==> config.mk <==
export PLATFORM = sky130hd
export DESIGN_NAME = fifo_unpacker
export DESIGN_NICKNAME = d
export VERILOG_FILES = /design/src/rtl/fifo_unpacker.sv
export SDC_FILE = /design/constraint.sdc
export NUM_CORES = 1
export LEC_CHECK = 0
export ABC_AREA = 1
export BUFFER_PORTS_ARGS = -buffer_cell sky130_fd_sc_hd__buf_2
export CAP_MARGIN = 15
export CORE_ASPECT_RATIO = 0.5
export CORE_MARGIN = 8
export CORE_UTILIZATION = 40
export DETAILED_ROUTE_END_ITERATION = 8
export GPL_TIMING_DRIVEN = 0
export HOLD_SLACK_MARGIN = 0.1
export MAX_ROUTING_LAYER = met4
export RECOVER_POWER = 50
export SYNTH_ARGS = -nofsm -noshare
export SYNTH_HDL_FRONTEND = slang
export SYNTH_SLANG_ARGS = --single-unit
==> constraint.sdc <==
create_clock -name clk_out -period 2.3 [get_ports clk_out]
set_input_delay 0.23 -clock clk_out [delete_from_list [all_inputs] [get_ports clk_out]]
set_output_delay 0.23 -clock clk_out [all_outputs]
set_load 0.03 [all_outputs]
==> src/rtl/fifo_unpacker.sv <==
// Drains words from the async FIFO read port (clk_out domain) and streams them out as
// bytesize-bit beats on a valid/ready interface, counting fully delivered words.
module fifo_unpacker #(
  parameter int unsigned datasize  = 32,
  parameter int unsigned bytesize  = 8,
  parameter bit          msb_first = 1'b0
) (
  input  logic                clk_out,
  input  logic                rst,
  input  logic                sync_flush,
  input  logic                empty,
  input  logic [datasize-1:0] dataOut,
  output logic                remove,
  output logic [bytesize-1:0] byte_out,
  output logic                byte_valid,
  input  logic                byte_ready,
  output logic                byte_last,
  output logic [15:0]         word_count
);

  localparam int unsigned Ratio = datasize / bytesize;
  localparam int unsigned IdxW  = (Ratio > 1) ? $clog2(Ratio) : 1;
  localparam logic [IdxW-1:0] LastIdx = IdxW'(Ratio - 1);

  typedef enum logic [1:0] {StIdle, StWait, StSend} state_e;

  state_e              state_q, state_d;
  logic [IdxW-1:0]     idx_q, idx_d;
  logic [datasize-1:0] word_q, word_d;
  logic [15:0]         word_count_q, word_count_d;
  logic [IdxW-1:0]     sel;
  logic [bytesize-1:0] beats [Ratio];

  for (genvar i = 0; i < Ratio; i++) begin : g_beats
    assign beats[i] = word_q[i*bytesize +: bytesize];
  end

  always_comb begin
    state_d      = state_q;
    idx_d        = idx_q;
    word_d       = word_q;
    word_count_d = word_count_q;
    remove       = 1'b0;
    byte_valid   = 1'b0;
    if (sync_flush) begin
      // Flush wins over everything, including a handshake completing this cycle.
      state_d = StIdle;
      idx_d   = '0;
      word_d  = '0;
    end else begin
      unique case (state_q)
        StIdle: begin
          // Gate with rst so no pop is requested while reset is held.
          remove = rst && !empty;
          if (!empty) state_d = StWait;
        end
        StWait: begin
          word_d  = dataOut;
          idx_d   = '0;
          state_d = StSend;
        end
        StSend: begin
          byte_valid = 1'b1;
          if (byte_ready) begin
            if (idx_q == LastIdx) begin
              word_count_d = word_count_q + 16'd1;
              state_d      = StIdle;
            end else begin
              idx_d = idx_q + 1'b1;
            end
          end
        end
        default: state_d = StIdle;
      endcase
    end
  end

  // Index holds on the final beat, so byte_out keeps the last beat while idle.
  always_comb begin
    sel       = msb_first ? (LastIdx - idx_q) : idx_q;
    byte_out  = beats[sel];
    byte_last = (state_q == StSend) && (idx_q == LastIdx);
  end

  assign word_count = word_count_q;

  always_ff @(posedge clk_out or negedge rst) begin
    if (!rst) begin
      state_q      <= StIdle;
      idx_q        <= '0;
      word_q       <= '0;
      word_count_q <= '0;
    end else begin
      state_q      <= state_d;
      idx_q        <= idx_d;
      word_q       <= word_d;
      word_count_q <= word_count_d;
    end
  end

endmodule

# Word level (Yosys, flattened, before mapping)
# Index checks and enable logic that the tools add are counted.
# word_totals
regBits	52
in_bits	37
out_inout_bits	27
elab_cells	43
# op_classes
add_sub_neg	2
order_cmp	1
eq_ne	7
muxes	18
bitwise	2
reduce_logical	9
# op_table
operator	n
32-bit two-way mux	2
16-bit by 1-bit adder with 16-bit output (second input constant)	1
8-bit binary-select mux with 2-bit select	1
8-bit two-way mux	2
2-bit two-way mux	7
3-bit inequality test (second input constant)	3
2-bit one-hot mux with 3 select lines	1
3-bit AND reduction	2
2-bit == test (second input constant)	2
1-bit two-way mux	4
2-bit one-hot mux with 2 select lines	1
4-bit AND reduction	1
3-bit greater-or-equal comparator (second input constant)	1
3-bit by 2-bit inequality test with 1-bit output (second input constant)	1
2-bit inverter with 3-bit output	1
3-bit nonzero test	1
2-bit by 1-bit adder with 2-bit output (second input constant)	1
2-bit by 1-bit == test with 1-bit output (second input constant)	1
1-bit logical AND	2
2-bit logical NOT	1
2-bit nonzero test	1
1-bit logical NOT	1
1-bit inverter	1

# Logic depth before layout (Yosys ltp)
# Gate-level depths: netlist (run 1).
# logic_depth
word_depth	5
depth_mapped	8
depth_no_buf	8

# Least setup slack after synthesis (run 1)
# No wires, ideal clock.
# synth_timing
path_type	reg2out
start	reg idx_q[0]
end	out byte_out[0]
arrival_ps	1323
t_required_ps	2070
path_slack_ps	747
stages_incl_launch_ff	5
n_path_buf	1
cell_sequence	dfrtp_1 -> inv_1 -> buf_2 -> nor2_1 -> o22ai_1
# synth_between
elab_chain_cells	4
# synth_rtl
item	line_no	source
start: declaration	28	logic [IdxW-1:0] idx_q, idx_d;
start signal: assignment	95	idx_q <= idx_d;
2-bit inverter with 3-bit output (not written as such)	81	byte_out = beats[sel];
8-bit binary-select mux with 2-bit select	81	
8-bit two-way mux (not written as such) (2 in series)	81	
end: declaration	14	output logic [bytesize-1:0] byte_out,
# No other way between the ends. The select of a mux whose other input is x is not followed.

# Worst setup path after layout (run 1)
# layout_timing
start	reg idx_q[0]
end	out byte_out[4]
# Same word-level chain as after synthesis.

==> flow_summary.json, run 1 <==
{
  "power_density_nw_per_um2": 652.0,
  "drive_gt1_frac": 0.1959,
  "finalSetupViolCount": 0,
  "pin_count": 64,
  "clk_latency_ns": 0.29,
  "synth_area_um2": 2542,
  "initial_core_util": 0.4164,
  "fin_skew_ns": 0.006561,
  "power_w": 0.002048,
  "ir_drop_mv": 0.2897,
  "path_clk_slew_ns": 0.07,
  "area_growth_pct": 23.57,
  "yosysSeqAreaShare": 0.5118,
  "first_pass_iters": 4,
  "syn_avg_cell_area_um2": 8.071,
  "worst_pin_slew_ns": 0.4290,
  "grt_pass1_vias": 2404,
  "final_max_slew_viol_count": 0,
  "timing.setup.critical_path_class": "reg -> out",
  "cts_sinks": 52,
  "synth_cells": 315,
  "place_area_um2": 2968,
  "synth_flop_cell": "dfrtp_1",
  "io_buffers": 63,
  "wl_mm": 6.553,
  "final_common_cell": "nand2_1",
  "grt_max_degree": 54,
  "final_cell_mix": "nand2_1, buf_2, dfrtp_1, o21ai_0, nor2_1",
  "coreArea_um2": 6106,
  "fill_cells": 627,
  "dieArea_um2": 9318,
  "path_max_fanout": 10,
  "period_minus_slack_ns": 2.011,
  "yosysUniqueCellTypes": 28,
  "numCtsBuffers": 5,
  "dieHeight_um": 72.38,
  "relSlewSlack": 0.7140,
  "status": "finished, final reports clean",
  "syn-num-nets": 354,
  "finalCritPeriodShare": 0.8745,
  "drt-initial-drc-count": 145,
  "final_nets": 427,
  "min_path_type": "in -> reg",
  "rsz0062_at_grt": "false",
  "ant_nets": 0,
  "clock.fmax_mhz": 497.2,
  "max_cap_viol_count": 0,
  "root_buffer": "clkbuf_16",
  "grt_overflow_total": 0,
  "synth-seq-cells": 52,
  "die_x_um": 128.8,
  "diodes": 0,
  "finalInstanceArea_um2": 3142,
  "postLayoutCoreUtil": 0.5145,
  "htree_levels": 2,
  "critPathArrivalTime_ns": 1.78,
  "cts_tree": "done",
  "ys.warnings.count": 0,
  "leakage_nw": 1.525,
  "drc": 0,
  "clk_path_buf_depth": 2,
  "end_kind": "output pin",
  "dp_hpwl_mm": 4.907,
  "async_reset_ff_frac": 1.000,
  "startpoint_type": "register",
  "routabilityCongestion": 0.8172,
  "avgViaCountPerCell": 4.866,
  "final.setup.tns_ns": 0,
  "rows": 20,
  "grt_usage": 0.1498,
  "num_vias": 2316,
  "post_drt_wl_per_cell_um": 13.77,
  "hold_viol": 0,
  "synth_edf_count": 0,
  "crit_required_ns": 2.07,
  "grt_antenna_before_repair": 0,
  "grt_first_pass_wirelength_mm": 10.96,
  "post_cts_buffers": 0
}
## sequential cells by signal (all words and copies together), names as in the netlist
register	flops
idx_q	2
state_q	2
word_count	16
word_q	32
## where the power goes
part	internal, W	switching [W]	total [W]
Sequential	0.000972	0.0000403	0.00101
Combinational	0.000102	0.000183	0.000285
Clock	0.000429	0.000322	0.000752
Total	0.00150	0.000546	0.00205
## cells by family after synthesis
logic type      after synthesis  synth area share
simple gates                160            0.2603
xor+xnor                      7           0.02411
fa+ha+maj                     2          0.009841
flops                        52            0.5118
buf+inv                      30           0.06052
compound gates               64            0.1334
## worst max-delay path, cell delays in order (launching register included)
cell and delay [ns]:
dfrtp_1 0.48, inv_1 0.23, buf_2 0.26, nor2_1 0.08, o22ai_1 0.21, buf_2 0.24
## routing by layer
metal | global-route usage | wire length, µm | vias to the layer above
met2 | 0.2385 | 3048 | 51
met4 | 0.03484 | 42 | 0
met3 | 0.04313 | 352 | 5
li1 | - | - | 1172
met1 | 0.1855 | 3109 | 1088
met5 | - | 0 | -
## stage by stage
step / setup slack, ns / std cells / hold slack (ns)
after detailed placement: 0.3692 / 466 / 0.4042
after floorplan: 0.7466 / 315 / -0.06559
after global routing: 0.1592 / 476 / 0.1882
after CTS: 0.2738 / 473 / 0.1006
final: 0.2887 / 476 / 0.1813
after global placement: 0.4171 / 466 / 0.3956
## cell type report
cell class                 count  area [µm²]  share of cell area
clock inverter                 1       8.758            0.002788
sequential                    52        1301              0.4142
tap                           88       110.1             0.03505
clock buffer                   6       138.9             0.04421
multi-input combinational    233        1087              0.3461
inverter                      17       63.81             0.02031
buffer                        13       90.09             0.02867
timing repair buffer          66       341.6              0.1087
## Yosys cell counts, drive strengths merged (2+ instances only)
cell type | count | area, µm²
nand4 | 7 | 43.79
nand3 | 8 | 40.04
o21ai | 53 | 269.0
inv | 17 | 63.81
nand3b | 3 | 22.52
buf | 9 | 75.06
xnor2 | 5 | 43.79
xor2 | 2 | 17.52
o22ai | 8 | 50.05
ha | 2 | 25.02
nor2 | 31 | 126.4
nand2 | 108 | 410.4
clkbuf | 4 | 15.01
dfrtp | 52 | 1301
## repair_timing
action	4_1_cts	5_1_grt
hold endpoints to repair	0	13
resized for setup	0	0
hold buffers	0	2
## worst paths after layout
check / from / to / slack (ns) / cells past startpoint
worst max-delay path: idx_q[0]$_DFFE_PN0P_ / byte_out[4] / 0.29 / 5
worst min-delay path: dataOut[15] / word_q[15]$_DFFE_PN0P_ / 0.18 / 3
worst max register to register: idx_q[1]$_DFFE_PN0P_ / word_count[14]$_DFFE_PN0P_ / 0.65 / 8
worst min register to register: word_q[10]$_DFFE_PN0P_ / word_q[10]$_DFFE_PN0P_ / 0.49 / 2
max in group asynchronous: rst / word_q[24]$_DFFE_PN0P_ / 1.42 / 3
min in group asynchronous: rst / word_count[1]$_DFFE_PN0P_ / 0.37 / 2
Power figures use the tool's default switching activity.
==> run 2: changes to the inputs <==
CORE_UTILIZATION = 30   (was 40)
PLACE_DENSITY = 0.54   (was unset)
RECOVER_POWER = 25   (was 50)
==> run 2 against run 1 <==
Against the previous run:
- via count decreased by 1.6%
- clock skew increased by 0.0039 ns
- wire length increased by 5.0%
- critical path type unchanged
==> flow_summary.json, run 2 (same netlist as run 1, synthesis figures left out) <==
{
  "timing.setup.critical_path_class": "reg -> out",
  "coreArea_um2": 8115,
  "avgViaCountPerCell": 4.547,
  "final_cells": 501,
  "cts_tree": "done",
  "area_growth_pct": 24.66,
  "grt_pass1_vias": 2263,
  "worst_pin_slew_ns": 0.8098,
  "status": "finished, final reports clean",
  "routabilityCongestion": 0.7465,
  "ant_nets": 0,
  "grt_usage": 0.1240,
  "final.setup.tns_ns": 0,
  "final_cell_mix": "nand2_1, buf_2, dfrtp_1, o21ai_0, nor2_1",
  "die_x_um": 146.2,
  "finalCritPeriodShare": 0.8785,
  "grt_antenna_before_repair": 0,
  "rows": 23,
  "cp_slowest_stage_delay_ns": 0.47,
  "fin_skew_ns": 0.01047,
  "clock.fmax_mhz": 494.9,
  "seqCellArea_um2": 1301,
  "cts_sinks": 52,
  "startpoint_type": "register",
  "path_max_fanout": 10,
  "post_drt_wl_per_cell_um": 13.73,
  "drive_gt1_frac": 0.2262,
  "crit_required_ns": 2.07,
  "ir_drop_mv": 0.2801,
  "root_buffer": "clkbuf_16",
  "min_path_type": "in -> reg",
  "crit_path_top_delay_cell": "dfrtp_1",
  "crit_chain": "inv_1 > buf_2 > nor2_1 > o22ai_1 > buf_2",
  "crit_family": "buffers and inverters",
  "drc": 0,
  "grt_first_pass_wirelength_mm": 11.45,
  "multi_input_area_um2": 1087,
  "finalInstanceArea_um2": 3169,
  "crit_buf_inv": 3,
  "clk_path_buf_depth": 2,
  "final_nets": 427,
  "diodes": 0,
  "power_w": 0.002046,
  "finalSetupViolCount": 0,
  "clk_latency_ns": 0.29,
  "max_cap_viol_count": 0,
  "place_area_um2": 3018,
  "first_pass_iters": 4,
  "pin_count": 64,
  "reg2reg_from": "idx_q[1]$_DFFE_PN0P_",
  "dieArea_um2": 11860,
  "relSlewSlack": 0.4601,
  "dieHeight_um": 81.10,
  "ctsResizeCount": 0,
  "top_register": "word_q",
  "period_minus_slack_ns": 2.021,
  "crit_path_start": "idx_q[0]$_DFFE_PN0P_",
  "drt-initial-drc-count": 74,
  "hold_viol": 0,
  "worst_path_most_repeated_cell": "buf_2",
  "grt_max_degree": 33,
  "dp_hpwl_mm": 5.212,
  "num_vias": 2278,
  "leakage_nw": 1.558,
  "rsz0062_at_grt": "false",
  "critPathArrivalTime_ns": 1.79,
  "end_kind": "output pin",
  "hp-start": "dataOut[15]",
  "htree_levels": 2,
  "wl_mm": 6.880,
  "numCtsBuffers": 5,
  "power_density_nw_per_um2": 645.4,
  "initial_core_util": 0.3133,
  "post_cts_buffers": 0,
  "dp_cells": 491,
  "grt_overflow_total": 0,
  "fill_cells": 874,
  "final_max_slew_viol_count": 0,
  "path_clk_slew_ns": 0.07,
  "final_common_cell": "nand2_1",
  "io_buffers": 63,
  "largest_reg_flops": 32
}
-- run 2: area by class of cell --
cell class                      instances  share of cell area
Timing Repair Buffer                   66              0.1074
Clock buffer                            5             0.03948
Buffer                                 13             0.02842
Inverter                               17             0.02013
Clock inverter                          3            0.006711
Sequential cell                        52              0.4106
Tap cell                              112             0.04422
Multi-Input combinational cell        233              0.3431
-- run 2: repair_timing --
action | CTS | global route
endpoints found under the setup margin | 0 | 0
hold endpoints to repair | 21 | 0
hold buffers | 2 | 0
-- run 2: metal layers --
metal,part of all wire,track usage,up-vias
met4,0.011,0.03670,0
li1,-,-,1180
met3,0.028,0.02439,7
met1,0.49,0.1557,1060
met5,0,-,-
met2,0.47,0.2018,31
-- run 2: worst min-delay path, stage by stage --
cell and delay (ns):
buf_2 0.10, nand2_1 0.05, o21ai_1 0.06
-- run 2: where the power goes --
part / internal, W / switching, W
combinational: 0.0000991 / 0.000182
clock: 0.000406 / 0.000348
sequential: 0.000971 / 0.0000399
-- run 2: final timing paths --
| path | endpoint | slack, ns | cells after the start |
|---|---|---|---|
| max in group asynchronous | word_q[16]$_DFFE_PN0P_ | 0.71 | 3 |
| worst min-delay path | word_q[15]$_DFFE_PN0P_ | 0.18 | 3 |
| min in group asynchronous | state_q[1]$_DFFE_PN0P_ | 0.43 | 2 |
| worst max-delay path | byte_out[4] | 0.28 | 5 |
| worst min register to register | word_q[9]$_DFFE_PN0P_ | 0.48 | 2 |
| worst max register to register | word_count[13]$_DFFE_PN0P_ | 0.64 | 7 |
-- run 2: stage by stage --
step | utilization | setup slack (ns) | hold slack (ns)
4_1_cts | 0.3924 | 0.2265 | 0.1740
6_report | 0.3905 | 0.2795 | 0.1789
3_5_place_dp | 0.3719 | 0.5525 | 0.2497
5_1_grt | 0.3905 | 0.1073 | 0.1743
2_1_floorplan | - | 0.7466 | -0.06559
3_3_place_gp | 0.3694 | 0.3751 | 0.3984
